===== src/rtl/calc2_engine.sv =====
// calc2_engine: N_PORTS two-cycle request ports share one registered ALU through
// per-port request FIFOs and a round-robin arbiter. Define CALC2_MUL_EN to enable cmd 3 (multiply).
module calc2_engine #(
  parameter int N_PORTS    = 4,
  parameter int DATA_W     = 32,
  parameter int FIFO_DEPTH = 2
) (
  input  logic                        c_clk,
  input  logic                        reset,
  input  logic [N_PORTS*4-1:0]        req_cmd_in,
  input  logic [N_PORTS*DATA_W-1:0]   req_data_in,
  output logic [N_PORTS-1:0]          req_ready,
  output logic [N_PORTS*DATA_W-1:0]   out_data,
  output logic [N_PORTS*2-1:0]        out_resp
);
  // Capture FSM (one per port)
  //   state    | meaning
  //   CAP_IDLE | waiting for cmd+op1
  //   CAP_OP2  | cmd/op1 latched, FIFO slot reserved; op2 is on the bus now

  localparam int SHW = $clog2(DATA_W);
  localparam int AW  = (FIFO_DEPTH > 1) ? $clog2(FIFO_DEPTH) : 1;
  localparam int CW  = $clog2(FIFO_DEPTH + 1);
  localparam int PW  = (N_PORTS > 1) ? $clog2(N_PORTS) : 1;
  localparam int EW  = 4 + 2 * DATA_W;

  localparam logic [CW-1:0] DEPTH_C  = CW'(FIFO_DEPTH);
  localparam logic [CW-1:0] DEPTH_M1 = CW'(FIFO_DEPTH - 1);

  localparam logic [1:0] RESP_NONE = 2'd0;
  localparam logic [1:0] RESP_OK   = 2'd1;
  localparam logic [1:0] RESP_ERR  = 2'd2;

  typedef enum logic {
    CAP_IDLE = 1'b0,
    CAP_OP2  = 1'b1
  } cap_state_e;

  cap_state_e          state_q    [N_PORTS];
  cap_state_e          state_d    [N_PORTS];
  logic [3:0]          cmd_q      [N_PORTS];
  logic [3:0]          cmd_d      [N_PORTS];
  logic [DATA_W-1:0]   op1_q      [N_PORTS];
  logic [DATA_W-1:0]   op1_d      [N_PORTS];
  logic [EW-1:0]       mem_q      [N_PORTS][FIFO_DEPTH];
  logic [EW-1:0]       mem_d      [N_PORTS][FIFO_DEPTH];
  logic [AW-1:0]       wr_ptr_q   [N_PORTS];
  logic [AW-1:0]       wr_ptr_d   [N_PORTS];
  logic [AW-1:0]       rd_ptr_q   [N_PORTS];
  logic [AW-1:0]       rd_ptr_d   [N_PORTS];
  logic [CW-1:0]       count_q    [N_PORTS];
  logic [CW-1:0]       count_d    [N_PORTS];
  logic [DATA_W-1:0]   out_data_q [N_PORTS];
  logic [DATA_W-1:0]   out_data_d [N_PORTS];
  logic [1:0]          out_resp_q [N_PORTS];
  logic [1:0]          out_resp_d [N_PORTS];
  logic [PW-1:0]       rr_q;
  logic [PW-1:0]       rr_d;

  logic [N_PORTS-1:0]  push;
  logic [N_PORTS-1:0]  pop;
  logic                grant_vld;
  logic [PW-1:0]       grant_idx;

  logic [EW-1:0]       entry;
  logic [3:0]          a_cmd;
  logic [DATA_W-1:0]   a_op1;
  logic [DATA_W-1:0]   a_op2;
  logic [DATA_W:0]     sum;
  logic [1:0]          alu_resp;
  logic [DATA_W-1:0]   alu_data;
`ifdef CALC2_MUL_EN
  logic [2*DATA_W-1:0] prod;
`endif

  always_ff @(posedge c_clk or negedge reset) begin
    if (!reset) begin
      for (int p = 0; p < N_PORTS; p++) begin
        state_q[p]    <= CAP_IDLE;
        cmd_q[p]      <= '0;
        op1_q[p]      <= '0;
        wr_ptr_q[p]   <= '0;
        rd_ptr_q[p]   <= '0;
        count_q[p]    <= '0;
        out_data_q[p] <= '0;
        out_resp_q[p] <= RESP_NONE;
        for (int e = 0; e < FIFO_DEPTH; e++) begin
          mem_q[p][e] <= '0;
        end
      end
      rr_q <= '0;
    end else begin
      state_q    <= state_d;
      cmd_q      <= cmd_d;
      op1_q      <= op1_d;
      mem_q      <= mem_d;
      wr_ptr_q   <= wr_ptr_d;
      rd_ptr_q   <= rd_ptr_d;
      count_q    <= count_d;
      out_data_q <= out_data_d;
      out_resp_q <= out_resp_d;
      rr_q       <= rr_d;
    end
  end

  // A port in CAP_OP2 already owns a slot, so it counts against the free space.
  always_comb begin
    state_d   = state_q;
    cmd_d     = cmd_q;
    op1_d     = op1_q;
    mem_d     = mem_q;
    wr_ptr_d  = wr_ptr_q;
    rd_ptr_d  = rd_ptr_q;
    count_d   = count_q;
    push      = '0;
    pop       = '0;
    req_ready = '0;
    for (int p = 0; p < N_PORTS; p++) begin
      req_ready[p] = (state_q[p] == CAP_OP2) ? (count_q[p] < DEPTH_M1)
                                             : (count_q[p] < DEPTH_C);
      pop[p] = grant_vld && (grant_idx == PW'(p));
      case (state_q[p])
        CAP_IDLE: begin
          if ((req_cmd_in[4*p +: 4] != 4'd0) && req_ready[p]) begin
            cmd_d[p]   = req_cmd_in[4*p +: 4];
            op1_d[p]   = req_data_in[DATA_W*p +: DATA_W];
            state_d[p] = CAP_OP2;
          end
        end
        CAP_OP2: begin
          push[p] = 1'b1;
          mem_d[p][wr_ptr_q[p]] = {cmd_q[p], op1_q[p], req_data_in[DATA_W*p +: DATA_W]};
          wr_ptr_d[p] = wr_ptr_q[p] + AW'(1);
          state_d[p]  = CAP_IDLE;
        end
        default: state_d[p] = CAP_IDLE;
      endcase
      if (pop[p]) begin
        rd_ptr_d[p] = rd_ptr_q[p] + AW'(1);
      end
      count_d[p] = count_q[p] + CW'(push[p]) - CW'(pop[p]);
    end
  end

  // Scan from the farthest offset down so the nearest non-empty port wins.
  always_comb begin
    grant_vld = 1'b0;
    grant_idx = '0;
    for (int off = N_PORTS - 1; off >= 0; off--) begin
      if (count_q[(int'(rr_q) + off) % N_PORTS] != '0) begin
        grant_vld = 1'b1;
        grant_idx = PW'((int'(rr_q) + off) % N_PORTS);
      end
    end
  end

  always_comb begin
    entry    = mem_q[grant_idx][rd_ptr_q[grant_idx]];
    a_cmd    = entry[EW-1 -: 4];
    a_op1    = entry[2*DATA_W-1 -: DATA_W];
    a_op2    = entry[DATA_W-1:0];
    sum      = {1'b0, a_op1} + {1'b0, a_op2};
    alu_resp = RESP_ERR;
    alu_data = '0;
`ifdef CALC2_MUL_EN
    prod     = {{DATA_W{1'b0}}, a_op1} * {{DATA_W{1'b0}}, a_op2};
`endif
    case (a_cmd)
      4'd1: begin
        if (!sum[DATA_W]) begin
          alu_resp = RESP_OK;
          alu_data = sum[DATA_W-1:0];
        end
      end
      4'd2: begin
        if (a_op2 <= a_op1) begin
          alu_resp = RESP_OK;
          alu_data = a_op1 - a_op2;
        end
      end
`ifdef CALC2_MUL_EN
      4'd3: begin
        if (prod[2*DATA_W-1:DATA_W] == '0) begin
          alu_resp = RESP_OK;
          alu_data = prod[DATA_W-1:0];
        end
      end
`endif
      4'd5: begin
        alu_resp = RESP_OK;
        alu_data = a_op1 << a_op2[SHW-1:0];
      end
      4'd6: begin
        alu_resp = RESP_OK;
        alu_data = a_op1 >> a_op2[SHW-1:0];
      end
      default: begin
        alu_resp = RESP_ERR;
        alu_data = '0;
      end
    endcase
  end

  always_comb begin
    rr_d = rr_q;
    for (int p = 0; p < N_PORTS; p++) begin
      out_resp_d[p] = RESP_NONE;
      out_data_d[p] = '0;
    end
    if (grant_vld) begin
      out_resp_d[grant_idx] = alu_resp;
      out_data_d[grant_idx] = alu_data;
      rr_d = PW'((int'(grant_idx) + 1) % N_PORTS);
    end
  end

  for (genvar g = 0; g < N_PORTS; g++) begin : g_out
    assign out_data[DATA_W*g +: DATA_W] = out_data_q[g];
    assign out_resp[2*g +: 2]           = out_resp_q[g];
  end

endmodule

===== config.mk =====
export PLATFORM = sky130hd
export DESIGN_NAME = calc2_engine
export DESIGN_NICKNAME = d
export VERILOG_FILES = /design/src/rtl/calc2_engine.sv
export SDC_FILE = /design/constraint.sdc
export NUM_CORES = 2
export LEC_CHECK = 0
export ABC_AREA = 1
export BUFFER_PORTS_ARGS = -buffer_cell sky130_fd_sc_hd__buf_2
export CAP_MARGIN = 15
export CORE_MARGIN = 10
export CORE_UTILIZATION = 50
export CTS_CLUSTER_SIZE = 30
export DETAILED_ROUTE_END_ITERATION = 8
export PLACE_DENSITY = 0.78
export SYNTH_ARGS = -nofsm -noshare
export SYNTH_HDL_FRONTEND = slang
export SYNTH_SLANG_ARGS = --single-unit
export TNS_END_PERCENT = 10

===== constraint.sdc =====
create_clock -name c_clk -period 15.7 [get_ports c_clk]
set_clock_uncertainty 0.1 [all_clocks]
set_input_delay 0.785 -clock c_clk [delete_from_list [all_inputs] [get_ports c_clk]]
set_output_delay 0.785 -clock c_clk [all_outputs]
set_load 0.005 [all_outputs]

==> impl_metrics.yaml <==
status:
  outcome: "complete, but fails checks"
  violations: "hold timing"
global_routing:
  grt_overflow: 0
  grt_pass1_wl_um: 234000
  antenna_found_initial: 2
  grt_max_degree: 189
  grt_pass1_vias: 38400
  grt_usage_pct: 30.4
routing:
  via_per_inst: 5.76
  wl_per_cell_um: 22.0
  drtIter0Drc: 5446
  routed_wl_um: 154000
  dr.pass1.iters: 6
  antenna_left: 0
  vias: 40200
  drc_errors: 0
critical_path:
  r2r_end: "out_data[119]$_DFF_PN0_"
  crit_family: "simple AND/OR/NAND/NOR gates"
  critPathLaunchType: "register"
  critPathArrivalTime_ns: 8.64
  worstRegToRegCells: 30
  worstSetupPathType: "register to register"
  regToRegSetupSlack_ns: 7.47
  worstPathBufferInverterCount: 6
  crit_path_top_delay_cell: "buf_4"
  crit_start: "rr_q[0]$_DFFE_PN0P_"
  worst-path-stages: 30
  r2r_start: "rr_q[0]$_DFFE_PN0P_"
  crit_path_end_kind: "register"
  crit_end: "out_data[119]$_DFF_PN0_"
  required_ns: 16.11
  crit_top_cell: "nand2_1"
  slowest_delay_ns: 0.71
  cp_max_fo: 112
synth:
  syn_inst: 5684
  synth-edff-count: 0
  synth.cell_area_mm2: 0.0435
  yosysUniqueCellTypes: 47
  syn_nets: 5909
  ys_seq_elements: 846
  yosysSeqAreaShare_pct: 48.7
  yosysWarnings: 0
  async_reset_ff_share_pct: 100
  synth_flop_cell: "dfrtp_1"
  syn_avg_cell_area_um2: 7.65
die:
  boundaryPins: 286
  core_mm2: 0.0865
  die_x_um: 315
  start_util_pct: 50.3
  dieArea_mm2: 0.0991
  dieHeight_um: 315
  fp-row-count: 108
cts:
  cts_hold_buffers: 0
  cts_tree: "done"
  path_clk_slew_ns: 0.06
  cts_made_buffers: 89
  post_cts_buffers: 0
  cts_root_buffer: "clkbuf_16"
  max-clock-path-buffers: 3
  clock-sinks: 846
  cts_max_level: 3
  cts_resized: 0
  insertion_delay_ns: 0.67
place:
  place_ws_ns: 7.78
  dp.cells: 6822
  hpwl_um: 107000
  io_buffers: 285
  place_congestion: 1.07
sta:
  rsz0062_at_grt: "no"
  tns_ns: 0
  maxSlewViolCount: 0
  fin_ws_ns: 7.47
  relSlewSlack_pct: 22.0
  period_minus_slack_ns: 8.23
  period_share_pct: 52.4
  setup_viol_count_final: 0
  worst_hold_slack_ns: -0.00718
  tightest_slew_ns: 1.17
  clock.fmax_mhz: 121
  hold_viol: 2
final_layout:
  final_nets: 5983
  fill_cells: 7969
  finalNonFillerCells: 6984
  area_delta_synth_final_pct: 11.0
  drive_gt1_share_pct: 9.59
hold_path:
  min_path_type: "primary input to async pin"
flow_run:
  maxCapViolCount: 0
## per-stage QoR
stage | cell area (um^2) | util (%)
after global routing | 48200 | 55.8
after global placement | 45200 | 52.3
after CTS | 48200 | 55.8
after floorplan | 43500 | -
after detailed placement | 45200 | 52.3
final | 48200 | 55.8
## per-layer routing
metal | share of wire (%) | vias up | global-route usage, % | wire, um
met5 | 0 | - | 0 | 0
met1 | 40 | 19300 | 40.5 | 62300
met2 | 45 | 2215 | 47.9 | 69400
met4 | 4.9 | 0 | 13.4 | 7490
li1 | - | 18400 | - | -
met3 | 9.6 | 383 | 6.02 | 14800
## sequential cells by signal, summed over array words and instances (netlist names)
name and cells:
wr_ptr_q 4, mem_q 544, out_resp 8, count_q 8, cmd_q 16, state_q 4, rd_ptr_q 4, rr_q 2
op1_q 128, out_data 128
## final cells by class
class                   instances  area [um^2]  share of cell area [%]
repair buffers                335         1850                    3.83
multi-input cells            3905        18600                    38.5
diodes                          3         7.51                  0.0156
well taps                    1155         1450                    3.00
clock inverters                27          395                   0.820
flip-flops and latches        846        21200                    43.9
clock buffers                 132         2610                    5.41
inverters                     581         2180                    4.53
## cells in the final DEF (no fill, tap or decap), types with 26 or more instances in the layout
cell type / instances
a32o_1: 54
xor2_1: 51
inv_1: 570
clkbuf_16: 89
o21ai_0: 768
buf_4: 47
nor2_2: 33
ha_1: 77
nand4_1: 26
nand2_1: 1775
nand3_1: 577
a21oi_1: 135
o21ai_1: 36
dfrtp_1: 846
nor2_1: 228
buf_2: 284
## cell families (layout without fill, tap and decap cells)
family | Yosys count | count (layout) | share of synthesized area (%)
fa+ha+maj | 79 | 79 | 2.31
compound gates | 1053 | 1053 | 13.1
other cells | 0 | 3 | 0
buf+inv | 933 | 1075 | 8.77
flops | 846 | 846 | 48.7
simple gates | 2717 | 2717 | 26.0
xor+xnor | 56 | 56 | 1.13
## how the worst min path moves through the flow
stage	slack (ns)	cells after the start	endpoint	from
global route	0.04	1	count_q[0]$_DFF_PN0_	reset
global placement	0.36	2	mem_q[470]$_DFFE_PN0P_	mem_q[470]$_DFFE_PN0P_
detailed placement	0.37	2	mem_q[538]$_DFFE_PN0P_	mem_q[538]$_DFFE_PN0P_
CTS	0.01	1	rd_ptr_q[0]$_DFFE_PN0P_	reset
finish	-0.007	1	count_q[0]$_DFF_PN0_	reset
floorplan	0.34	2	mem_q[197]$_DFFE_PN0P_	mem_q[197]$_DFFE_PN0P_
## cell usage after synthesis (2+ instances only)
cell type | count | share of area (%)
o21bai_1 | 5 | 0.086
a21o_1 | 2 | 0.035
buf_2 | 92 | 1.1
buf_1 | 26 | 0.22
nand3_1 | 581 | 6.7
o21ai_1 | 31 | 0.36
nand3_2 | 6 | 0.14
ha_1 | 77 | 2.2
buf_6 | 6 | 0.16
nor3_1 | 13 | 0.15
o21ai_0 | 773 | 8.9
nand2_2 | 6 | 0.086
a21oi_1 | 135 | 1.6
nand3b_1 | 17 | 0.29
a31oi_1 | 7 | 0.10
o211ai_1 | 21 | 0.36
a21boi_0 | 4 | 0.069
xnor2_1 | 5 | 0.10
inv_1 | 571 | 4.9
nand2_1 | 1780 | 15
inv_2 | 9 | 0.078
clkbuf_1 | 190 | 1.6
o21a_1 | 8 | 0.14
a221oi_1 | 4 | 0.081
nand4_1 | 26 | 0.37
o21ai_4 | 2 | 0.075
xor2_1 | 51 | 1.0
nor4_1 | 6 | 0.086
o31ai_1 | 3 | 0.052
a32o_1 | 54 | 1.2
fa_1 | 2 | 0.092
dfrtp_1 | 846 | 49
buf_4 | 37 | 0.64
nor2_1 | 228 | 2.0
nor2_2 | 33 | 0.47
or2_2 | 16 | 0.23
Power is left out: the tool's default activity adds up to more than one toggle a clock period on the data nets, which glitch-free logic cannot reach.
